<file path="src/rtl/multiword_add_sequencer.sv">
// Multi-cycle adder: one SLICE-bit ripple slice reused WIDTH/SLICE times, LSB slice first,
// with valid/ready handshakes on the operand and result sides.
module multiword_add_sequencer #(
  parameter int WIDTH = 16,
  parameter int SLICE = 4
) (
  input  logic             clk,
  input  logic             rst_n,
  input  logic             in_valid,
  output logic             in_ready,
  input  logic [WIDTH-1:0] a,
  input  logic [WIDTH-1:0] b,
  input  logic             cin,
  output logic             out_valid,
  input  logic             out_ready,
  output logic [WIDTH-1:0] sum,
  output logic             cout,
  output logic             ovf,
  output logic             busy
);

  localparam int N  = WIDTH / SLICE;
  localparam int IW = (N > 1) ? $clog2(N) : 1;

  typedef enum logic [1:0] {
    IDLE = 2'd0,
    RUN  = 2'd1,
    DONE = 2'd2
  } state_t;

  // Returns {carry into slice MSB, slice carry-out, slice sum}.
  function automatic logic [SLICE+1:0] slice_add(input logic [SLICE-1:0] x,
                                                 input logic [SLICE-1:0] y,
                                                 input logic             c);
    logic [SLICE:0]   c_v;
    logic [SLICE-1:0] s_v;
    c_v    = {(SLICE+1){1'b0}};
    s_v    = {SLICE{1'b0}};
    c_v[0] = c;
    for (int i = 0; i < SLICE; i++) begin
      s_v[i]   = x[i] ^ y[i] ^ c_v[i];
      c_v[i+1] = (x[i] & y[i]) | (x[i] & c_v[i]) | (y[i] & c_v[i]);
    end
    return {c_v[SLICE-1], c_v[SLICE], s_v};
  endfunction

  state_t           state_r;
  logic [IW-1:0]    idx_r;
  logic [WIDTH-1:0] opa_r;
  logic [WIDTH-1:0] opb_r;
  logic             carry_r;
  logic [WIDTH-1:0] sum_r;
  logic             cout_r;
  logic             ovf_r;
  logic             in_ready_r;
  logic             out_valid_r;
  logic             busy_r;

  logic [SLICE+1:0] slice_s;
  logic [SLICE-1:0] slice_sum_s;
  logic             slice_cout_s;
  logic             slice_cmsb_s;
  logic             last_s;
  logic [WIDTH-1:0] sum_next_s;

  // Current slice addition and last-slice detection.
  always_comb begin
    slice_s      = slice_add(opa_r[SLICE-1:0], opb_r[SLICE-1:0], carry_r);
    slice_sum_s  = slice_s[SLICE-1:0];
    slice_cout_s = slice_s[SLICE];
    slice_cmsb_s = slice_s[SLICE+1];
    last_s       = (idx_r == IW'(N - 1));
  end

  // Result slices enter from the MSB end so the LSB slice lands at bit 0 after N steps.
  if (N > 1) begin : g_multi
    assign sum_next_s = {slice_sum_s, sum_r[WIDTH-1:SLICE]};
  end else begin : g_single
    assign sum_next_s = slice_sum_s;
  end

  // Control FSM with operand/result datapath and registered handshake flags.
  always_ff @(posedge clk or negedge rst_n) begin
    if (!rst_n) begin
      state_r     <= IDLE;
      idx_r       <= {IW{1'b0}};
      opa_r       <= {WIDTH{1'b0}};
      opb_r       <= {WIDTH{1'b0}};
      carry_r     <= 1'b0;
      sum_r       <= {WIDTH{1'b0}};
      cout_r      <= 1'b0;
      ovf_r       <= 1'b0;
      in_ready_r  <= 1'b1;
      out_valid_r <= 1'b0;
      busy_r      <= 1'b0;
    end else begin
      case (state_r)
        IDLE: begin
          if (in_valid && in_ready_r) begin
            opa_r      <= a;
            opb_r      <= b;
            carry_r    <= cin;
            idx_r      <= {IW{1'b0}};
            state_r    <= RUN;
            in_ready_r <= 1'b0;
            busy_r     <= 1'b1;
          end
        end
        RUN: begin
          sum_r   <= sum_next_s;
          opa_r   <= opa_r >> SLICE;
          opb_r   <= opb_r >> SLICE;
          carry_r <= slice_cout_s;
          if (last_s) begin
            cout_r      <= slice_cout_s;
            ovf_r       <= slice_cmsb_s ^ slice_cout_s;
            idx_r       <= {IW{1'b0}};
            state_r     <= DONE;
            out_valid_r <= 1'b1;
          end else begin
            idx_r <= idx_r + IW'(1);
          end
        end
        DONE: begin
          if (out_ready) begin
            state_r     <= IDLE;
            out_valid_r <= 1'b0;
            busy_r      <= 1'b0;
            in_ready_r  <= 1'b1;
          end
        end
        default: begin
          state_r     <= IDLE;
          idx_r       <= {IW{1'b0}};
          out_valid_r <= 1'b0;
          busy_r      <= 1'b0;
          in_ready_r  <= 1'b1;
        end
      endcase
    end
  end

  assign in_ready  = in_ready_r;
  assign out_valid = out_valid_r;
  assign busy      = busy_r;
  assign sum       = sum_r;
  assign cout      = cout_r;
  assign ovf       = ovf_r;

endmodule

</file>
<file path="config.mk">
export PLATFORM = sky130hd
export DESIGN_NAME = multiword_add_sequencer
export DESIGN_NICKNAME = d
export VERILOG_FILES = /design/src/rtl/multiword_add_sequencer.sv
export SDC_FILE = /design/constraint.sdc
export NUM_CORES = 1
export LEC_CHECK = 0
export ABC_AREA = 1
export ABC_CLOCK_PERIOD_IN_PS = 5200
export CORE_AREA = 2 2 74 76
export CTS_BUF_LIST = sky130_fd_sc_hd__clkbuf_16
export CTS_CLUSTER_SIZE = 25
export DETAILED_ROUTE_END_ITERATION = 10
export DIE_AREA = 0 0 76 78
export PLACE_DENSITY = 0.9
export SLEW_MARGIN = 30
export SYNTH_ARGS = -nofsm -noshare
export SYNTH_HDL_FRONTEND = slang
export SYNTH_SLANG_ARGS = --single-unit
</file>
<file path="constraint.sdc">
create_clock -name clk -period 5.2 [get_ports clk]
set_input_delay 1.3 -clock clk [delete_from_list [all_inputs] [get_ports clk]]
set_output_delay 1.3 -clock clk [all_outputs]
set_load 0.1 [all_outputs]
</file>
======== Word-level counts from Yosys, hierarchy flattened ========
Index checks and enable logic that the tools add are counted.
word-level totals
  register bits ........................... 58
  bits of input ports ..................... 37
  output and inout port bits .............. 21
  logic and storage cells ................. 80
cells by class
  add/subtract/negate cells ............... 1
  equality and inequality tests ........... 6
  muxes and demuxes ....................... 21
  bitwise gates (word level) .............. 32
  reduce and logical (&&, ||, !) cells .... 9
operator list
  cell                 count
  $pmux 16 s2          2
  $mux 16              2
  $and 1x1->1          12
  $pmux 2 s3           2
  $mux 2               5
  $pmux 1 s3           3
  $reduce_and 3->1     3
  $xor 1x1->1          9
  $or 1x1->1           8
  $mux 1               6
  $ne 2x2->1 const B   3
  $reduce_and 2->1     3
  $eq 2x2->1 const B   2
  $not 1->1            3
  $add 2x1->2 const B  1
  $eq 2x1->1 const B   1
  $logic_not 2->1      1
  $pmux 1 s2           1
  $reduce_bool 2->1    1
  $logic_and 1x1->1    1

======== Depth between registers and ports, before layout ========
Gate-level depths: netlist (run 1).
  depth after elaboration ................. 13
  depth in mapped cells ................... 12
  depth with buffers taken out ............ 12

======== Worst setup path after synthesis (run 1) ========
OpenSTA, ideal clock, no wires.
  kind .................................... reg2out
  from .................................... reg sum_r[10] (netlist: sum[10])
  to ...................................... out sum[10]
  data arrival time ....................... 0.912 ns
  data required time ...................... 3.900 ns
  slack ................................... 2.988 ns
  stages on the path, launching flop included .. 1
  path buffers ............................ 0
  path through ............................ dfrtp_1
RTL lines
  element                 RTL line  RTL
  start, declared         52        logic [WIDTH-1:0] sum_r;
  start signal, assigned  90        sum_r <= {WIDTH{1'b0}};
  start signal, assigned  110       sum_r <= sum_next_s;
  end, declared           16        output logic [WIDTH-1:0] sum,
No word-level cell between the ends.

======== Worst setup path after layout (run 1) ========
  from .................................... reg in_ready_r (netlist: in_ready)
  to ...................................... out in_ready
RTL lines
  element                 RTL line  RTL
  start, declared         55        logic in_ready_r;
  start signal, assigned  93        in_ready_r <= 1'b1;
  start signal, assigned  105       in_ready_r <= 1'b0;
  start signal, assigned  129       in_ready_r <= 1'b1;
  end, declared           10        output logic in_ready,
No word-level cell between the ends.

==> summary.txt, run 1 <==
Setup path
  • CP max stage cell: clkdlybuf4s50_1
  • Critical Path Fanout Max: 4
  • CP startpoint kind: flip-flop
  • Crit path buf inv count: 1
  • CP arrival: 2.04 ns
  • CP endpoint kind: output port
  • Worst setup path class: flip-flop to output port
  • Delay-heaviest family, CP: buffers and inverters
  • Max stage delay on crit path: 1.14 ns
  • CP Data Required Time: 3.90 ns
  • Worst-path cell chain: clkdlybuf4s50_1

Detailed routing
  • Post-DR wirelength/cell: 11.91 um
  • DR vias/cell: 4.815
  • Routed vias: 2244
  • DRT iter0 DRCs: 184
  • Remaining DRCs: 0
  • Routed Antenna Nets: 0
  • Iteration count of the initial detailed-routing pass: 4
  • Total routed wirelength: 5.548 mm

Global routing
  • First-pass GRT wire length: 9.639 mm
  • Met1 Use GR: 26.50%
  • Largest net degree at the start of global routing: 59
  • Grt met2 use: 33.57%
  • GR peak layer: met2
  • Vias in the first global route: 2154
  • Grt total ovfl: 0
  • Met3 Track Usage GR: 3.953%
  • Gr usage total: 20.75%
  • Initial antenna violation count: 0

CTS
  • Clock latency on the worst-skew pair: 0.33 ns
  • Post-CTS Resized: 0
  • CTS tree: yes
  • Cts hold-fix bufs: 0
  • CTS root buffer: clkbuf_16
  • Post-CTS Setup Bufs: 0
  • CTS clock-pin slew for the worst setup and hold paths: 0.05 ns
  • CTS Buf Count: 9
  • Clock H-tree levels: 3
  • Clock Sinks: 58
  • Clk buf depth: 2

Final layout
  • Antenna Cells: 0
  • Commonest non-fill, non-tap cells in the layout: nand2_1 (199), dfrtp_1 (57), clkdlybuf4s50_1 (56)
  • Fin nets: 433
  • Layout Cells excl Fill: 466
  • Commonest non-fill, non-tap cell in the layout: nand2_1
  • Share of layout cells above drive strength 1: 7.323%
  • Cell area after layout: 3528 um2
  • P&R area growth vs syn: 28.88%

STA
  • Final Hold Vio Count: 0
  • Setup ws final: 1.858 ns
  • Max_slew headroom: 34.75%
  • Worst-margin pin slew: 0.9756 ns
  • Fin crit period: 3.342 ns
  • Final Cycle Share: 64.27%
  • RSZ-0062 raised after global routing: no
  • Max Slew Vio Count: 0
  • Final Skew: 0.005410 ns
  • Highest clock rate: 299.2 MHz
  • Final setup violation count: 0
  • Setup TNS Final: 0 ns

Flow run
  • Max-cap violations: 0

Yosys
  • Synth area leader: dfrtp_1
  • Post-Syn Area per Cell: 8.148 um2
  • Post-synth top area share: 52.10%
  • FF+latch count, synth: 58
  • Syn_nets: 378
  • Unique masters post-synth: 22
  • Post-Syn Area: 2738 um2
  • Ys Warns: 0
  • Seq/Total Area, Yosys: 53.06%
  • Synth top area cells: dfrtp_1 (52%), nand2_1 (27%), fa_1 (2.9%), o21ai_0 (2.9%), inv_1 (2.6%)
  • Mapped Cells: 336

Die
  • Standard-cell rows: 26
  • Total die area: 5928 um2
  • Chip height: 78 um
  • IO Pins: 58
  • CORE AREA: 5042 um2
  • Initial Util: 54.29%
  • Die span in x: 76 um

Status
  • Status: complete, no violations

Place
  • Quantity of I/O buffers inserted on ports: 57
  • Hpwl dp: 3.527 mm
  • Place WS: 2.204 ns
  • Placed inst area: 3276 um2
  • Routability congestion estimate from global placement: 0.7562
  • Cells after DPL: 450

Min path
  • Hold Path Class: flip-flop to flip-flop
==> cells in the mapped netlist, drive strengths merged <==
master	instances
buf	14
dfrtp	57
dfstp	1
xor2	1
o21ai	18
ha	1
nor2	3
nand3	6
nand2	210
fa	4
inv	21
==> worst register-to-register path, stage by stage, from the launching register on <==
cell and delay (ns):
dfrtp_1 0.37, inv_1 0.08, fa_1 0.17, inv_1 0.06, fa_1 0.38, fa_1 0.41, inv_1 0.09, fa_1 0.42
o21ai_0 0.16
==> sequential cells by signal, indices dropped and copies added, names as in the netlist, 2 cells and up <==
register  flops
opa_r        16
state_r       2
idx_r         2
sum          16
opb_r        16
==> routing by layer <==
metal / wire (um) / share of wire (%)
met1: 2500 / 45
met2: 2640 / 48
met3: 271 / 4.9
met4: 135 / 2.4
met5: 0 / 0
==> stage by stage <==
step           util [%]  hold WS [ns]
3_5_place_dp      64.96        0.4584
2_1_floorplan         -        0.4419
4_1_cts           69.98        0.4707
6_report          69.98        0.4675
3_3_place_gp      64.96        0.4537
5_1_grt           69.98        0.4966
==> logic make-up (layout without fill, tap and decap cells) <==
group / after synthesis / in the layout / share of synthesized area, %
fa+ha+maj: 5 / 5 / 3.382
simple gates: 219 / 219 / 32.59
compound gates: 18 / 18 / 3.291
flops: 58 / 58 / 53.06
xor+xnor: 1 / 1 / 0.3200
buf+inv: 35 / 95 / 7.358
==> final timing paths <==
kind | from | endpoint | slack (ns) | depth (start not counted)
hold / removal | opb_r[3] | opb_r[3] | 0.47 | 2
min in group asynchronous | rst_n | sum[8] | 1.12 | 2
max in group asynchronous | rst_n | opb_r[14] | 3.61 | 2
setup reg to reg | opa_r[0] | sum[15] | 2.97 | 8
hold reg to reg | opb_r[3] | opb_r[3] | 0.47 | 2
setup / recovery | in_ready | in_ready | 1.86 | 1
==> layout make-up <==
| cell class | count | area (um2) |
|---|---|---|
| clock inverters | 7 | 27.53 |
| clock buffers | 9 | 225.2 |
| flip-flops and latches | 58 | 1453 |
| fillers | 412 | 1514 |
| repair buffers | 58 | 573.1 |
| inverters | 21 | 78.83 |
| multi-input cells | 243 | 1084 |
| well taps | 70 | 87.58 |
Power of run 1 is left out: the tool's default activity adds up to more than one toggle a clock period on the data nets, which glitch-free logic cannot reach.
==> inputs of run 2 (changes only) <==
Settings changed: ABC_CLOCK_PERIOD_IN_PS 5200 to 3200, CORE_AREA 2 2 74 76 to 2 2 77 79, DIE_AREA 0 0 76 78 to 0 0 79 81, PLACE_DENSITY 0.9 to 0.85.
Clock period 5.2 ns to 3.2 ns, I/O delays scaled along.
==> run 2 against run 1 <==
Global-route usage fell by 1.8 points. Utilization decreased by 8.0 points. Sequential share of layout area grew 0.12 points. Critical path type is now flip-flop to flip-flop. Critical endpoint is now sum[15].
==> summary.txt, run 2 (synthesized netlist as in run 1, its figures left out) <==
Final layout
  • Cell area after layout: 3518 um2 (-0.28%)
  • Fin nets: 434 (+0.23%)
  • Share of layout cells above drive strength 1: 13.10% (+5.8 points)
  • Commonest non-fill, non-tap cell in the layout: nand2_1
  • P&R area growth vs syn: 28.52%
  • Antenna Cells: 0 (unchanged)
  • Layout Cells excl Fill: 472 (+1.3%)
  • Commonest non-fill, non-tap cells in the layout: nand2_1 (199), dfrtp_1 (57), clkdlybuf4s50_1 (35)

Setup path
  • CP startpoint kind: flip-flop
  • Critical path capture point: sum[15]
  • R2r setup slk: 0.95 ns (-2.02 ns)
  • CP dominant cell by count: fa_1
  • CP endpoint kind: flip-flop
  • Max stage delay on crit path: 0.42 ns (-0.72 ns)
  • CP max stage cell: fa_1
  • Critical Path Fanout Max: 2 (-2)
  • Reg2Reg Depth: 8 (unchanged)
  • Reg2reg start: opa_r[0]
  • CP Data Required Time: 3.43 ns (-0.47 ns)
  • Reg-to-Reg End: sum[15]
  • Worst-path cell chain: inv_1 -> fa_1 -> inv_1 -> fa_1 -> fa_1 -> inv_1 -> fa_1 -> o21ai_0
  • CP arrival: 2.49 ns (+0.45 ns)
  • Worst Setup SP: opa_r[0]
  • Worst setup path class: flip-flop to flip-flop

CTS
  • Clock H-tree levels: 3 (unchanged)
  • CTS tree: yes
  • CTS root buffer: clkbuf_16
  • Post-CTS Setup Bufs: 0 (unchanged)
  • Post-CTS Resized: 0 (unchanged)
  • CTS clock-pin slew for the worst setup and hold paths: 0.05 ns (about the same)
  • Clk buf depth: 2 (unchanged)
  • Clock latency on the worst-skew pair: 0.32 ns (about the same)
  • Clock Sinks: 58 (unchanged)
  • Cts hold-fix bufs: 0 (unchanged)
  • CTS Buf Count: 9 (unchanged)

Detailed routing
  • DR vias/cell: 4.718 (-2.0%)
  • Routed Antenna Nets: 0 (unchanged)
  • DRT iter0 DRCs: 175 (-4.9%)
  • Iteration count of the initial detailed-routing pass: 4 (unchanged)
  • Remaining DRCs: 0 (unchanged)
  • Routed vias: 2227 (-0.76%)
  • Post-DR wirelength/cell: 11.42 um (-4.0%)
  • Total routed wirelength: 5.392 mm (-2.8%)

Min path
  • Hold Path Class: input port to asynchronous set/reset pin

Die
  • Die span in x: 79 um (+3.9%)
  • Standard-cell rows: 28 (+7.7%)
  • Chip height: 81 um (+3.8%)
  • IO Pins: 58 (unchanged)
  • Total die area: 6399 um2 (+7.9%)
  • CORE AREA: 5675 um2 (+13%)
  • Initial Util: 48.24% (-6.1 points)

STA
  • Worst-margin pin slew: 0.5722 ns (-0.4034 ns)
  • Max Slew Vio Count: 0 (unchanged)
  • Final Cycle Share: 70.39%
  • RSZ-0062 raised after global routing: no
  • Max_slew headroom: 61.71% (+27 points)
  • Final Skew: 0.007476 ns (+0.002067 ns)
  • Setup TNS Final: 0 ns (unchanged)
  • Highest clock rate: 444.0 MHz
  • Final Hold Vio Count: 0 (unchanged)
  • Final setup violation count: 0 (unchanged)
  • Fin crit period: 2.252 ns

Place
  • Cells after DPL: 456 (+1.3%)
  • Routability congestion estimate from global placement: 0.7734 (+2.3%)
  • Quantity of I/O buffers inserted on ports: 57 (unchanged)
  • Placed inst area: 3237 um2 (-1.2%)
  • Hpwl dp: 3.652 mm (+3.5%)

Global routing
  • GR peak layer: met2
  • Gr usage total: 18.94% (-1.8 points)
  • First-pass GRT wire length: 9.218 mm (-4.4%)
  • Grt total ovfl: 0 (unchanged)
  • Vias in the first global route: 2167 (+0.60%)
  • Met3 Track Usage GR: 5.111% (+1.2 points)
  • Grt met2 use: 33.14% (-0.44 points)
  • Met1 Use GR: 21.96% (-4.5 points)
  • Initial antenna violation count: 0 (unchanged)
  • Largest net degree at the start of global routing: 48 (-19%)

Flow run
  • Max-cap violations: 0 (unchanged)

Status
  • Status: complete, no violations
## run 2: cell types whose count changed in the layout (fill, tap and decap cells not counted), sizes merged
cell           change
buf               +22
clkdlybuf4s50     -21
clkinv             -3
inv                +2
bufinv             +1
## run 2: worst min path at each step
stage,to,slack (ns),depth (start not counted)
final,sum[5],0.44,1
after global routing,sum[5],0.49,1
after CTS,opb_r[9],0.47,2
after detailed placement,opb_r[9],0.46,2
after global placement,opb_r[5],0.45,2
after floorplan,carry_r,0.44,2
## run 2: cell type report
type,count,area (um2)
Timing Repair Buffer,59,530.5
Fill cell,525,2157
Multi-Input combinational cell,243,1084
Clock buffer,9,225.2
Inverter,21,78.83
Clock inverter,7,53.80
Sequential cell,58,1453
Tap cell,75,93.84
## run 2: routing by layer
| layer | up-vias | wire length, um |
|---|---|---|
| met3 | 12 | 352 |
| met2 | 66 | 2749 |
| met4 | 0 | 94 |
| met5 | - | 0 |
| met1 | 1028 | 2195 |
| li1 | 1121 | - |
## run 2: worst max-delay path, delay by kind of cell, from the launching register on
| family | cells | cell delay [ns] |
|---|---|---|
| adder cells (fa/ha/maj) | 4 | 1.39 |
| flip-flops | 1 | 0.38 |
| buffers and inverters | 3 | 0.23 |
| AO/OA/AOI/OAI | 1 | 0.16 |
## run 2: through the flow
step,hold WS [ns],setup slack (ns),util [%]
final,0.4422,0.9476,61.99
after CTS,0.4706,0.9370,61.95
after global placement,0.4534,0.9091,57.03
after detailed placement,0.4585,0.8765,57.03
after global routing,0.4860,0.8015,61.99
after floorplan,0.4419,1.123,-
Power of run 2 is left out for the same reason.
